<file path="src/rtl/mux_lut_pkg.sv">
// Shared types for the mux-based LUT sweeper.
//   code_e      : two-bit data-line code stored per mux input
//   state_e     : sweep controller state
//   decode_bit  : resolves a data-line code against the MSB variable
package mux_lut_pkg;

  localparam int unsigned CODE_W = 2;

  typedef enum logic [CODE_W-1:0] {
    CODE_ZERO = 2'b00,
    CODE_ONE  = 2'b01,
    CODE_VAR  = 2'b10,
    CODE_NVAR = 2'b11
  } code_e;

  typedef enum logic [1:0] {
    ST_IDLE  = 2'b00,
    ST_SWEEP = 2'b01,
    ST_DONE  = 2'b10
  } state_e;

  // Value presented on one mux data line for a given MSB variable.
  function automatic logic decode_bit(input logic [CODE_W-1:0] code, input logic msb);
    logic res;
    res = 1'b0;
    case (code)
      CODE_ZERO: res = 1'b0;
      CODE_ONE:  res = 1'b1;
      CODE_VAR:  res = msb;
      CODE_NVAR: res = ~msb;
      default:   res = 1'b0;
    endcase
    return res;
  endfunction

endpackage

</file>
<file path="src/rtl/mux_lut_eval.sv">
// Combinational evaluation of one minterm against the code table.
//   lut   : 2^SEL_W two-bit codes, entry i drives mux data line i
//   idx   : minterm; low SEL_W bits select the line, top bit is the MSB variable
//   bit_c : function value f(idx)
module mux_lut_eval
  import mux_lut_pkg::*;
#(
  parameter int unsigned SEL_W = 3
) (
  input  logic [(1<<SEL_W)-1:0][CODE_W-1:0] lut,
  input  logic [SEL_W:0]                    idx,
  output logic                              bit_c
);

  logic [CODE_W-1:0] code;

  always_comb begin
    code  = lut[idx[SEL_W-1:0]];
    bit_c = decode_bit(code, idx[SEL_W]);
  end

endmodule

</file>
<file path="src/rtl/mux_lut_sweep.sv">
// Programmable 2^SEL_W:1 mux implementing an NVAR-input boolean function,
// with a live registered output and a one-shot sweep over all minterms.
//   clk, rst               : clock, synchronous active-high reset
//   cfg_we/cfg_addr/cfg_code : write one data-line code (ignored while busy)
//   var_in                 : live variables, MSB is the data-line variable
//   start                  : sweep request (ignored while busy)
//   y                      : registered f(var_in)
//   sw_valid/sw_idx/sw_y   : sweep samples, minterms 0..M-1 in order
//   busy                   : sweep in progress, through the done cycle
//   done                   : one-cycle pulse after the last sample
module mux_lut_sweep
  import mux_lut_pkg::*;
#(
  parameter  int unsigned SEL_W = 3,
  localparam int unsigned NVAR  = SEL_W + 1
) (
  input  logic              clk,
  input  logic              rst,
  input  logic              cfg_we,
  input  logic [SEL_W-1:0]  cfg_addr,
  input  logic [CODE_W-1:0] cfg_code,
  input  logic [NVAR-1:0]   var_in,
  input  logic              start,
  output logic              y,
  output logic              sw_valid,
  output logic [NVAR-1:0]   sw_idx,
  output logic              sw_y,
  output logic              busy,
  output logic              done
);

  localparam int unsigned NLINE = 1 << SEL_W;
  localparam int unsigned M     = 1 << NVAR;

  logic [NLINE-1:0][CODE_W-1:0] lut;
  logic [NLINE-1:0][CODE_W-1:0] lut_nxt_c;
  state_e                       state;
  logic [NVAR-1:0]              cnt;
  logic                         live_c;
  logic                         sweep_c;

  // Table with this cycle's write applied; the sweep path reads it so a
  // write landing on the start cycle is already visible to minterm 0.
  always_comb begin
    lut_nxt_c = lut;
    if (cfg_we && (state == ST_IDLE)) begin
      lut_nxt_c[cfg_addr] = cfg_code;
    end
  end

  mux_lut_eval #(.SEL_W(SEL_W)) u_eval_live (
    .lut   (lut),
    .idx   (var_in),
    .bit_c (live_c)
  );

  mux_lut_eval #(.SEL_W(SEL_W)) u_eval_sweep (
    .lut   (lut_nxt_c),
    .idx   (cnt),
    .bit_c (sweep_c)
  );

  // State tracks what the outputs show: SWEEP while samples are valid,
  // DONE during the done pulse, IDLE when not busy.
  always_ff @(posedge clk) begin
    if (rst) begin
      lut      <= '0;
      state    <= ST_IDLE;
      cnt      <= '0;
      y        <= 1'b0;
      sw_valid <= 1'b0;
      sw_idx   <= '0;
      sw_y     <= 1'b0;
      busy     <= 1'b0;
      done     <= 1'b0;
    end else begin
      lut  <= lut_nxt_c;
      y    <= live_c;
      done <= 1'b0;
      case (state)
        ST_IDLE: begin
          sw_valid <= 1'b0;
          busy     <= 1'b0;
          if (start) begin
            // cnt is 0 in IDLE, so minterm 0 is emitted on the accept edge
            sw_valid <= 1'b1;
            sw_idx   <= cnt;
            sw_y     <= sweep_c;
            cnt      <= cnt + NVAR'(1);
            busy     <= 1'b1;
            state    <= ST_SWEEP;
          end
        end
        ST_SWEEP: begin
          if (sw_idx == NVAR'(M - 1)) begin
            sw_valid <= 1'b0;
            done     <= 1'b1;
            cnt      <= '0;
            state    <= ST_DONE;
          end else begin
            sw_valid <= 1'b1;
            sw_idx   <= cnt;
            sw_y     <= sweep_c;
            cnt      <= cnt + NVAR'(1);
          end
        end
        ST_DONE: begin
          busy  <= 1'b0;
          cnt   <= '0;
          state <= ST_IDLE;
        end
        default: begin
          sw_valid <= 1'b0;
          busy     <= 1'b0;
          cnt      <= '0;
          state    <= ST_IDLE;
        end
      endcase
    end
  end

endmodule

</file>
<file path="config.mk">
export PLATFORM = sky130hd
export DESIGN_NAME = mux_lut_sweep
export DESIGN_NICKNAME = d
export VERILOG_FILES = /design/src/rtl/mux_lut_pkg.sv /design/src/rtl/mux_lut_eval.sv /design/src/rtl/mux_lut_sweep.sv
export SDC_FILE = /design/constraint.sdc
export NUM_CORES = 1
export LEC_CHECK = 0
export BUFFER_PORTS_ARGS = -buffer_cell sky130_fd_sc_hd__buf_2
export CAP_MARGIN = 20
export CORE_ASPECT_RATIO = 0.9
export CORE_MARGIN = 2
export CORE_UTILIZATION = 50
export CTS_BUF_LIST = sky130_fd_sc_hd__clkbuf_16
export DETAILED_ROUTE_END_ITERATION = 6
export GPL_ROUTABILITY_DRIVEN = 0
export PLACE_DENSITY = 0.71
export REMOVE_ABC_BUFFERS = 1
export SYNTH_ARGS = -nofsm -noshare
export SYNTH_HDL_FRONTEND = slang
export SYNTH_SLANG_ARGS = --single-unit
</file>
<file path="constraint.sdc">
create_clock -name clk -period 2.6 [get_ports clk]
set_clock_uncertainty 0.15 [all_clocks]
set_input_delay 0.39 -clock clk [delete_from_list [all_inputs] [get_ports clk]]
set_output_delay 0.39 -clock clk [all_outputs]
set_load 0.02 [all_outputs]
</file>
[After elaboration in Yosys (flattened, before gate mapping)]
Index checks and enable logic that the tools add are counted.
Word-level totals
  register bits after elaboration: 31
  bits in latches: 0
  RAM bits: 0
  memory bits (read-only): 0
  input bits: 13
  memories: 0
Cells by class
  add/sub/neg operators: 1
  multiply operators: 0
  divide/modulo/power cells: 0
  order comparisons: 4
  equal/unequal tests: 12
  shift operators: 0
  mux-type cells: 27
  bitwise operators: 3
  reductions and logical operators: 9
Operators with widths (count)
  $bwmux 16: 1
  $mux 16: 1
  $mux 4: 4
  $pmux 4 s2: 2
  $bmux 2 s3: 2
  $lt 3x4->1 const B: 3
  $eq 2x2->1 const B: 5
  $mux 2: 5
  $pmux 1 s4: 2
  $demux 2 s3: 1
  $eq 2x1->1 const B: 3
  $logic_not 2->1: 3
  $ne 2x2->1 const B: 3
  $mux 1: 5
  $add 4x1->4 const B: 1
  $eq 4x4->1 const B: 1
  $pmux 1 s2: 2
  $pmux 2 s2: 1
  $ge 3x1->1 const B: 1
  $not 1->1: 3
  $pmux 1 s3: 1
  $reduce_and 3->1: 1
  $logic_and 1x1->1: 2
  $reduce_and 2->1: 1
  other kinds (2): 2

[Longest topological paths before layout]
  depth after elaboration: 12
  mapped depth: 9
  gate-level depth less buffers: 7

[Cells and area by module]
From an unflattened synthesis, not the netlist that was laid out.
Second synthesis, totals
  cells, all modules: 180
  area total of the unflattened synthesis: 1725.4 µm²
By module, submodules not included
  mux_lut_sweep: times used 1, cells an instance 158, area each 1430.1 µm²
  mux_lut_eval: times used 2, cells an instance 11, area each 147.6 µm²

[Worst setup path after synthesis]
No wires, ideal clock.
  path kind: register -> register
  from: register state[0]
  to: register sw_y
  library setup time: 0.079 ns
  arrival time: 2.040 ns
  data required time: 2.371 ns
  slack: 0.331 ns
  cell stages (with the launch flop): 10
  path buffers: 2
  path through: dfxtp_1 > buf_6 > or3_4 > buf_6 > nor3_4 > mux2_1 > o2111ai_1 > o2bb2ai_2 > xnor2_1 > a211oi_2
Between the ends
  word-level cells in the longest chain between the ends: 9
  elaborated cells on any way between the ends: 18
  classes of those cells: 6 x eq/ne; 7 x mux; 5 x reduce/logical
Ends and longest elaborated chain
  start: declaration: line mux_lut_sweep.sv:37  | state_e state;
  start signal: assignment: line mux_lut_sweep.sv:68  | state <= ST_IDLE;
  start signal: assignment: line mux_lut_sweep.sv:91  | state <= ST_SWEEP;
  start signal: assignment: line mux_lut_sweep.sv:99  | state <= ST_DONE;
  $logic_not 2->1: line mux_lut_sweep.sv:46, mux_lut_sweep.sv:80
  $logic_and 1x1->1: line mux_lut_sweep.sv:46  | if (cfg_we && (state == ST_IDLE)) begin
  $mux 16: line mux_lut_sweep.sv:46
  $bmux 2 s3: line mux_lut_eval.sv:18  | code = lut[idx[SEL_W-1:0]];
  $mux 2 (not written as such): line mux_lut_eval.sv:18
  $eq 2x2->1 (tied with other cells): line mux_lut_pkg.sv:26  | case (code)
  $pmux 1 s4: line mux_lut_pkg.sv:26
  $mux 1, on equally long branches: line mux_lut_sweep.sv:95, mux_lut_sweep.sv:84
  $pmux 1 s2: line mux_lut_sweep.sv:80  | case (state)
  end signal: assignment: line mux_lut_sweep.sv:88  | sw_y <= sweep_c;
  end signal: assignment: line mux_lut_sweep.sv:103  | sw_y <= sweep_c;
  end: declaration: line mux_lut_sweep.sv:27  | output logic sw_y,
Parallel ways exist; a longest one is shown, timed or not. The select of a mux whose other input is x is not followed.
A chain may end at the register's enable or synchronous reset.

[Worst setup path after layout]
Same ends and word-level chain as after synthesis.

==> results.cfg <==
[floorplan]
dieArea_mm2 = 0.00369
pin_count = 22
core-area_mm2 = 0.00307
rows = 19
initial_core_util_pct = 52.5
die_w_um = 63.8
die_h_um = 57.8

[worst_setup_path]
start_kind = flop
crit_arrival_ns = 2.39
cp-end-kind = flop
regToRegStartpoint = state[0]$_SDFFE_PP0P_
critPathMaxFanout = 10
worstPathRequired_ns = 2.58
crit_type = flop to flop
cp-startpoint = state[0]$_SDFFE_PP0P_

[yosys]
ys_types = 45
syn_inst = 174
ys_dominant_reg_cell = dfxtp_1
yosysWarnings = 0
synth_edf_count = 0
syn_area_per_cell_um2 = 9.25
synth_area_mm2 = 0.00161
synth-seq-cells = 31
async_flop_share_pct = 0
synth-seq-area-share_pct = 38.5

[routing]
wl_per_cell_um = 16.9
firstDrtPassIters = 4
drtIter0Drc = 112
via_per_inst = 6.03
wirelength_mm = 4.00
ant_nets = 0
vias = 1428
drc = 0

[global_routing]
met3_usage_pct = 7.77
met1_usage_pct = 30.7
globalRoute.totalOverflow = 0
grt_usage_pct = 24.2
grt_pass1_vias = 1381
grt_max_degree = 29
grt_pass1_wl_mm = 6.77
antenna_found_initial = 0
busiest_layer = met2
grt_use_met2_pct = 38.7

[placement]
dp.cells = 229
portBuffers = 21
dpl-instance-area_mm2 = 0.00173
dp_hpwl_mm = 2.89

[cells_and_area]
layout-drive-gt1-share_pct = 23.1
finalInstanceArea_mm2 = 0.00187
fin_nets = 208
fin_cells = 237
fill_cells = 261
syn_to_final_growth_pct = 16.1
antenna_cells = 0

[timing]
report.final.slew_viol_count = 0
setup_tns_ns = 0
worst_pin_slew_ns = 0.673
rsz0062_at_grt = false
max_freq_ghz = 0.415
whs_ns = 0.178
period_share_pct = 92.7
slew_headroom_pct = 54.9
min_period_ns = 2.41
hold_viol_final = 0
setup-violations-final = 0

[flow_run]
drv_cap = 0

[power]
peakVddDrop_uv = 331
power_mw = 1.22
power.density_mw_per_mm2 = 655
p_leak_nw = 0.728

[clock_tree]
cts_setup_buffers = 0
cts-root-buf = clkbuf_16
clk_latency_ns = 0.28
cts_buffers = 5
cts_buffer_depth = 2
cts_tree = yes
postCtsHoldBufs = 0
clock_sinks = 31
cts_resized = 0
h-tree-depth = 2
cts.clk_slew.worst_paths_ns = 0.05

[min_path]
min_from = var_in[3]
hp-class = input pin to flop

[status]
status = complete, no violations
[layout by cell type, fill, tap and decap left out, types with 4 or more instances in the layout]
master     instances
a21oi_1           14
buf_2             21
clkbuf_16          5
dfxtp_1           31
mux2i_1            8
mux4_2             4
nand2_1           10
nand3_1            8
nand4_1            4
nor2_1            19
nor2b_1            6
nor3_1             4
o21ai_0            7
[area by class of cell]
| type | count | area, um^2 | share of cell area, % |
|---|---|---|---|
| Clock buffer | 5 | 125 | 6.69 |
| Tap cell | 42 | 52.6 | 2.81 |
| Clock inverter | 3 | 11.3 | 0.602 |
| Inverter | 2 | 7.51 | 0.402 |
| Multi-Input combinational cell | 130 | 925 | 49.5 |
| Sequential cell | 31 | 621 | 33.2 |
| Timing Repair Buffer | 24 | 128 | 6.83 |
[synth_stat cells, drive strengths merged (2+ instances only)]
cell / count / area [um^2]
a211oi: 3 / 27.5
a21oi: 14 / 70.1
a31oi: 3 / 18.8
a32o: 2 / 20.0
buf: 3 / 27.5
clkbuf: 8 / 30.0
dfxtp: 31 / 621
inv: 2 / 7.51
mux2: 4 / 45.0
mux2i: 8 / 80.1
mux4: 4 / 90.1
nand2: 10 / 37.5
nand2b: 2 / 12.5
nand3: 8 / 40.0
nand4: 4 / 25.0
nor2: 19 / 71.3
nor2b: 6 / 37.5
nor3: 6 / 46.3
nor3b: 3 / 27.5
nor4: 3 / 18.8
o21ai: 7 / 35.0
o31ai: 3 / 22.5
or3: 4 / 35.0
xnor2: 3 / 26.3
[where the power goes]
group / switching (mW) / total (mW) / internal (mW) / leakage (nW)
clock: 0.192 / 0.535 / 0.343 / 0.0701
sequential: 0.0251 / 0.519 / 0.494 / 0.252
combinational: 0.0987 / 0.169 / 0.0706 / 0.406
total: 0.316 / 1.22 / 0.908 / 0.728
[final timing paths]
check | end | slack [ns] | cells after the start
setup / recovery | sw_y$_SDFFE_PP0P_ | 0.19 | 7
hold / removal | y$_SDFF_PP0_ | 0.18 | 2
setup reg to reg | sw_y$_SDFFE_PP0P_ | 0.19 | 7
hold reg to reg | lut[10]$_SDFF_PP0_ | 0.35 | 2
[metrics by stage]
stage	setup slack, ns	utilization [%]
finish	0.190	61.0
global route	0.0361	61.0
CTS	0.208	61.0
detailed placement	0.169	56.5
global placement	0.244	56.5
floorplan	0.397	-
[kinds of logic after synthesis]
group	share of synthesized area, %
multiplexers	13.4
flip-flops	38.5
adder cells (fa/ha/maj)	0.777
AND/OR/NAND/NOR	24.5
XOR/XNOR	2.18
AO/OA/AOI/OAI	16.6
buffers and inverters	4.04
[metal layers]
metal  share of wire, %  vias to the layer above
met5                  0                        -
met3                6.1                       11
li1                   -                      693
met2                 49                       55
met1                 43                      669
met4                2.1                        0
[registers in the layout, indices dropped and copies added, names as in the netlist]
signal	flops
cnt	4
state	2
sw_idx	4
sw_y	1
y	1
busy	1
done	1
lut	16
sw_valid	1
[worst max-delay path, cell delays in order (launching register included)]
cell       delay, ns
dfxtp_1         0.42
or3b_4          0.47
or3_4           0.36
a221oi_1        0.32
a211oi_1        0.12
o2bb2ai_2       0.16
xnor2_1         0.19
a211oi_2        0.09
(Power assumes the default switching activity.)
